**src/rtl/fp_round_arbiter.sv**
```systemverilog
// fp_round_arbiter: round-robin sharing of one raw-to-recoded FP32 rounder between FMA and div/sqrt.
module fp_round_raw_to_rec (
  input  logic        detectTininess,
  input  logic        invalidExc,
  input  logic        infiniteExc,
  input  logic        isNaN,
  input  logic        isInf,
  input  logic        isZero,
  input  logic        sign,
  input  logic [9:0]  sExp,
  input  logic [26:0] sig,
  input  logic [2:0]  roundingMode,
  output logic [32:0] out,
  output logic [4:0]  exceptionFlags
);
  function automatic logic roundInc(input logic [2:0] rm, input logic neg, input logic lsb,
                                    input logic grd, input logic stk);
    return rm == 3'd0 ? grd & (stk | lsb)
         : rm == 3'd2 ? neg & (grd | stk)
         : rm == 3'd3 ? !neg & (grd | stk)
         : rm == 3'd4 ? grd : 1'b0;
  endfunction
  logic signed [10:0] xExp, clampExp, rExp;
  logic [4:0] ulpPos;
  logic [28:0] ext, ulp, lowMask, rounded;
  logic [22:0] frac;
  logic guard, sticky, inexact, carryNorm, tiny, overflow, toInf, zeroRes;
  logic [32:0] infOut;
  // sig[26] is the integer bit; below exponent 130 the rounding point slides up into the fraction
  assign xExp = {sExp[9], sExp};
  assign clampExp = xExp < 11'sd105 ? 11'sd105 : xExp;
  assign ulpPos = clampExp >= 11'sd130 ? 5'd3 : 5'(11'sd133 - clampExp);
  assign ext = {2'b0, sig};
  assign ulp = 29'd1 << ulpPos;
  assign lowMask = ulp - 29'd1;
  assign guard = |(ext & (ulp >> 1));
  assign sticky = |(ext & (lowMask >> 1));
  assign inexact = guard | sticky;
  assign rounded = (ext & ~lowMask) + (roundInc(roundingMode, sign, |(ext & ulp), guard, sticky) ? ulp : 29'd0);
  assign rExp = rounded[28] ? clampExp + 11'sd2 : rounded[27] ? clampExp + 11'sd1 : clampExp;
  assign frac = rounded[28] ? 23'd0 : rounded[27] ? rounded[26:4] : rounded[25:3];
  assign zeroRes = !(|rounded[28:26]);
  // tininess after rounding: only exponent 129 can be rescued by an unbounded-range carry
  assign carryNorm = (&sig[26:3]) & roundInc(roundingMode, sign, sig[3], sig[2], |sig[1:0]);
  assign tiny = (xExp < 11'sd130) && !(detectTininess && (xExp == 11'sd129) && carryNorm);
  assign overflow = rExp > 11'sd383;
  assign toInf = roundingMode == 3'd0 || roundingMode == 3'd4 || (roundingMode == 3'd2 && sign)
              || (roundingMode == 3'd3 && !sign);
  assign infOut = {sign, 9'h180, 23'd0};
  always_comb begin
    out = zeroRes ? {sign, 32'd0} : {sign, rExp[8:0], frac};
    exceptionFlags = {3'b000, tiny & inexact, inexact};
    if (invalidExc | isNaN) begin
      out = 33'h0E0400000;
      exceptionFlags = {invalidExc, 4'b0000};
    end else if (infiniteExc | isInf) begin
      out = infOut;
      exceptionFlags = {1'b0, infiniteExc, 3'b000};
    end else if (isZero) begin
      out = {sign, 32'd0};
      exceptionFlags = 5'b00000;
    end else if (overflow) begin
      out = toInf ? infOut : {sign, 9'h17F, 23'h7FFFFF};
      exceptionFlags = 5'b00101;
    end
  end
endmodule

module fp_round_arbiter #(
  parameter int TAG_W = 5
) (
  input  logic             clock,
  input  logic             reset,
  input  logic             io_detectTininess,
  input  logic             io_flush,
  input  logic             io_req0_valid,
  output logic             io_req0_ready,
  input  logic             io_req0_invalidExc,
  input  logic             io_req0_infiniteExc,
  input  logic             io_req0_isNaN,
  input  logic             io_req0_isInf,
  input  logic             io_req0_isZero,
  input  logic             io_req0_sign,
  input  logic [9:0]       io_req0_sExp,
  input  logic [26:0]      io_req0_sig,
  input  logic [2:0]       io_req0_roundingMode,
  input  logic [TAG_W-1:0] io_req0_tag,
  input  logic             io_req1_valid,
  output logic             io_req1_ready,
  input  logic             io_req1_invalidExc,
  input  logic             io_req1_infiniteExc,
  input  logic             io_req1_isNaN,
  input  logic             io_req1_isInf,
  input  logic             io_req1_isZero,
  input  logic             io_req1_sign,
  input  logic [9:0]       io_req1_sExp,
  input  logic [26:0]      io_req1_sig,
  input  logic [2:0]       io_req1_roundingMode,
  input  logic [TAG_W-1:0] io_req1_tag,
  output logic             io_resp_valid,
  input  logic             io_resp_ready,
  output logic             io_resp_src,
  output logic [TAG_W-1:0] io_resp_tag,
  output logic [32:0]      io_resp_out,
  output logic [4:0]       io_resp_exceptionFlags,
  output logic             io_busy
);
  localparam int DW = TAG_W + 46;
  logic s1Valid, s2Valid, last, s1Src, s2Src;
  logic grant0, grant1, s2Free, s1Free;
  logic [DW-1:0] reqBits0, reqBits1, s1Data;
  logic [TAG_W-1:0] s1Tag, s2Tag;
  logic [2:0] s1Rm;
  logic s1Inv, s1InfExc, s1NaN, s1Inf, s1Zero, s1Sign;
  logic [9:0] s1SExp;
  logic [26:0] s1Sig;
  logic [32:0] rOut, s2Out;
  logic [4:0] rFlags, s2Flags;
  assign reqBits0 = {io_req0_tag, io_req0_roundingMode, io_req0_invalidExc, io_req0_infiniteExc,
                     io_req0_isNaN, io_req0_isInf, io_req0_isZero, io_req0_sign, io_req0_sExp, io_req0_sig};
  assign reqBits1 = {io_req1_tag, io_req1_roundingMode, io_req1_invalidExc, io_req1_infiniteExc,
                     io_req1_isNaN, io_req1_isInf, io_req1_isZero, io_req1_sign, io_req1_sExp, io_req1_sig};
  assign {s1Tag, s1Rm, s1Inv, s1InfExc, s1NaN, s1Inf, s1Zero, s1Sign, s1SExp, s1Sig} = s1Data;
  // on a tie the source that did not win last time gets the grant
  assign grant0 = io_req0_valid & (!io_req1_valid | last);
  assign grant1 = io_req1_valid & (!io_req0_valid | !last);
  assign s2Free = !s2Valid | io_resp_ready;
  assign s1Free = !s1Valid | s2Free;
  assign io_req0_ready = grant0 & s1Free & !io_flush;
  assign io_req1_ready = grant1 & s1Free & !io_flush;
  assign io_resp_valid = s2Valid;
  assign io_resp_src = s2Src;
  assign io_resp_tag = s2Tag;
  assign io_resp_out = s2Out;
  assign io_resp_exceptionFlags = s2Flags;
  assign io_busy = s1Valid | s2Valid;
  fp_round_raw_to_rec rounder (
    .detectTininess(io_detectTininess),
    .invalidExc(s1Inv),
    .infiniteExc(s1InfExc),
    .isNaN(s1NaN),
    .isInf(s1Inf),
    .isZero(s1Zero),
    .sign(s1Sign),
    .sExp(s1SExp),
    .sig(s1Sig),
    .roundingMode(s1Rm),
    .out(rOut),
    .exceptionFlags(rFlags)
  );
  always_ff @(posedge clock or negedge reset) begin
    if (!reset) begin
      s1Valid <= 1'b0;
      s2Valid <= 1'b0;
      last <= 1'b1;
      s1Src <= 1'b0;
      s1Data <= '0;
      s2Src <= 1'b0;
      s2Tag <= '0;
      s2Out <= '0;
      s2Flags <= '0;
    end else if (io_flush) begin
      s1Valid <= 1'b0;
      s2Valid <= 1'b0;
    end else begin
      if (s2Free) begin
        s2Valid <= s1Valid;
        if (s1Valid) begin
          s2Src <= s1Src;
          s2Tag <= s1Tag;
          s2Out <= rOut;
          s2Flags <= rFlags;
        end
      end
      if (s1Free) begin
        s1Valid <= io_req0_ready | io_req1_ready;
        if (io_req0_ready | io_req1_ready) begin
          s1Src <= grant1;
          s1Data <= grant1 ? reqBits1 : reqBits0;
          last <= grant1;
        end
      end
    end
  end
endmodule
```
**config.mk**
```make
export PLATFORM = sky130hd
export DESIGN_NAME = fp_round_arbiter
export DESIGN_NICKNAME = d
export VERILOG_FILES = /design/src/rtl/fp_round_arbiter.sv
export SDC_FILE = /design/constraint.sdc
export NUM_CORES = 1
export LEC_CHECK = 0
export ABC_AREA = 1
export BUFFER_PORTS_ARGS = -buffer_cell sky130_fd_sc_hd__clkbuf_2
export CORE_ASPECT_RATIO = 1.1
export CORE_MARGIN = 2
export CORE_UTILIZATION = 40
export DETAILED_ROUTE_END_ITERATION = 12
export PLACE_DENSITY_LB_ADDON = 0.15
export RECOVER_POWER = 50
export SETUP_SLACK_MARGIN = 0.5
export SYNTH_ARGS = -nofsm -noshare
export SYNTH_HDL_FRONTEND = slang
export SYNTH_SLANG_ARGS = --single-unit
```
**constraint.sdc**
```tcl
create_clock -name clock -period 8.04 [get_ports clock]
set_clock_uncertainty 0.1 [all_clocks]
set_input_delay 1.206 -clock clock [delete_from_list [all_inputs] [get_ports clock]]
set_output_delay 1.206 -clock clock [all_outputs]
set_load 0.02 [all_outputs]
```
==> impl_metrics.env <==
export IMPL_outcome="finished, violations left"
export IMPL_violations="capacitance limit, slew limit"
export IMPL_cts_buffers=9
export IMPL_die_x_um=146.3
export IMPL_syn_nets=1541
export IMPL_cts_hold_fix_buffers=0
export IMPL_cp_slowest_stage_delay_ns=0.45
export IMPL_netlist_area_um2=8905
export IMPL_yosysMostFrequentCell="nand2_1"
export IMPL_relSlewSlack_pct=-135.5
export IMPL_root_buffer="clkbuf_16"
export IMPL_async_reset_ff_share_pct=100.0
export IMPL_dr_pass1_iters=5
export IMPL_grt_overflow=0
export IMPL_p_leak_nw=5.389
export IMPL_path_common_cell="nand2_1"
export IMPL_rows=57
export IMPL_power_density_nw_per_um2=298.4
export IMPL_fin_util_pct=47.78
export IMPL_synth_cells=1400
export IMPL_ys_ff_latch=99
export IMPL_placed_cells=1825
export IMPL_drive_gt1_share_pct=17.00
export IMPL_dp_slack_ns=0.4043
export IMPL_fin_crit_sh_pct=87.54
export IMPL_drv_slew=199
export IMPL_r2r_end="io_resp_out[7]"
export IMPL_drc=0
export IMPL_vias=9833
export IMPL_wl_um=31770
export IMPL_grt_pass1_vias=9507
export IMPL_synth_area_top_cells="dfrtp_1 (28%), nand2_1 (18%), nor2_1 (8.1%)"
export IMPL_synthToLayoutAreaGrowth_pct=17.86
export IMPL_drv_cap=4
export IMPL_clk_path_buf_depth=2
export IMPL_die_h_um=160.5
export IMPL_path_class="flop to flop"
export IMPL_gp_congestion=1.052
export IMPL_antenna_cells=0
export IMPL_start_util_pct=40.54
export IMPL_nNetsFinal=1689
export IMPL_hold_end="last"
export IMPL_ir_drop_v=0.0001275
export IMPL_ios=157
export IMPL_timing_hold_violations_final=0
export IMPL_yosys_area_top_type="dfrtp_1"
export IMPL_syn_avg_cell_area_um2=6.361
export IMPL_grt_start_max_net_pins=103
export IMPL_drt_iter0_drc=666
export IMPL_cp_arrival_ns=7.23
export IMPL_min_path_cells=2
export IMPL_cts_tree="built"
export IMPL_via_per_inst=5.321
export IMPL_yosysUniqueCellTypes=62
export IMPL_fill_cells=2409
export IMPL_fin_crit_ns=7.038
export IMPL_crit_fanout=28
export IMPL_cts_sinks=99
export IMPL_hold_start="last"
export IMPL_slowest_stage="dfrtp_1"
export IMPL_synth_ff_type="dfrtp_1"
export IMPL_setup_tns_ns=0
export IMPL_reg2reg_slack_ns=1.00
export IMPL_cp_end_kind="flop"
export IMPL_coreArea_um2=21970
export IMPL_final_instance_count_excl_fill=1848
export IMPL_rr_worst_depth=48
export IMPL_die_area_um2=23470
export IMPL_dp_hpwl_um=25490
export IMPL_setup_viol=0
export IMPL_synth_top_area_share_pct=27.54
export IMPL_rr_startpoint="s1Data[32]"
export IMPL_cp_required_ns=8.23
export IMPL_rsz0062_at_grt="false"
export IMPL_grt_pass1_wl_um=50650
export IMPL_clk_latency_ns=0.36
export IMPL_yosys_warnings=0
export IMPL_timing_fmax_mhz=142.1
export IMPL_grt_antenna_before_repair=0
export IMPL_wire_per_inst_um=17.19
export IMPL_clkTransAtPathRegs_ns=0.08
export IMPL_grt_total_usage_pct=26.87
export IMPL_cp_start_kind="flop"
export IMPL_yosys_top_cells_count="nand2_1 (422), nor2_1 (192), inv_1 (142)"
export IMPL_htreeDepth=3
export IMPL_yosysSeqAreaShare_pct=27.83
export IMPL_io_buffers=156
export IMPL_hp_class="flop to flop"
export IMPL_fin_ws_ns=1.002
export IMPL_worst_pin_slew_ns=3.533
export IMPL_antenna_left=0
export IMPL_synth_edff_count=0
[cell usage in the layout, fill, tap and decap left out, types with 6 or more instances in the layout]
cell	synthesis	final
nand2_1	422	421
nor2_1	192	186
inv_1	142	140
clkbuf_2	1	110
dfrtp_1	98	93
nand3_1	86	86
a31oi_1	61	59
o21ai_0	52	51
clkbuf_1	32	49
a21oi_1	53	48
nand4_1	30	30
nand2_2	24	22
ha_1	32	20
buf_4	0	20
xor2_1	17	17
inv_2	13	14
nor3_1	13	12
nor2_2	6	11
o22ai_1	11	11
nor4_1	10	9
xnor2_1	9	9
ha_4	0	9
clkbuf_16	0	9
nand2_4	4	6
nor2_4	5	6
[routing by layer]
metal	GRT usage (%)	vias up	wire, um
met3	3.438	81	1931
met1	36.21	4484	14030
li1	-	4912	-
met4	10.24	0	1087
met2	44.13	356	14710
met5	0	-	0
[cell type report]
type                       instances  area [um2]  area share (%)
timing repair buffer             181       919.6           8.762
tap                              295       369.1           3.517
sequential                        99        2485           23.68
clock inverter                     7       70.07          0.6676
multi-input combinational       1097        5813           55.39
inverter                         160       613.1           5.842
clock buffer                       9       225.2           2.146
[state kept, by name (all words and copies together) (netlist names)]
signal	cells
io_resp_out	33
s1Src	1
io_resp_exceptionFlags	5
io_resp_valid	1
io_resp_tag	5
last	1
io_resp_src	1
s1Valid	1
s1Data	51
[report_power, final]
part           leakage (nW)  internal (W)  total [W]  switching (W)
clock                 0.147      0.000219   0.000445       0.000226
combinational          4.05      0.000645    0.00200        0.00136
sequential             1.20      0.000582   0.000686       0.000104
[worst max-delay path, delay by kind of cell, from the launching register on]
kind | cells | cell delay (ns)
simple gates | 30 | 3.36
compound gates | 7 | 1.10
fa+ha+maj | 4 | 1.04
buf+inv | 7 | 0.87
flops | 1 | 0.45
[cells by family (layout without fill, tap and decap cells)]
logic type	Yosys count	count (layout)	synth area share, %
simple gates	811	811	39.81
buf+inv	204	357	9.330
compound gates	224	224	15.46
flops	99	99	27.83
fa+ha+maj	32	32	4.496
mux	3	3	0.3372
xor+xnor	27	27	2.740
[worst max-delay path by stage]
stage	startpoint	end	slack (ns)	cells past startpoint
final	s1Data[32]	io_resp_out[7]	1.00	48
after global routing	s1Data[32]	io_resp_out[22]	0.44	50
after CTS	s1Data[30]	io_resp_out[7]	0.53	51
after detailed placement	s1Data[30]	io_resp_out[24]	0.40	48
after global placement	s1Data[30]	io_resp_out[24]	0.50	48
after floorplan	s1Data[30]	io_resp_out[26]	1.15	55
[timing repair]
action | in CTS | in global routing
pin swaps | 1 | 15
endpoints found under the setup margin | 28 | 35
gates resized for setup | 2 | 53
setup buffers | 1 | 6
[through the flow]
| step | hold WS [ns] | total power (W) | cell area, um2 |
|---|---|---|---|
| final | 0.3692 | 0.003131 | 10500 |
| after global routing | 0.3864 | 0.003371 | 10500 |
| after CTS | 0.3702 | 0.003018 | 10290 |
| after detailed placement | 0.3595 | 0.002558 | 9980 |
| after global placement | 0.3520 | 0.002584 | 9980 |
| after floorplan | 0.3426 | 0.001982 | 8905 |
Note: power is estimated with default switching activity, not from simulation.
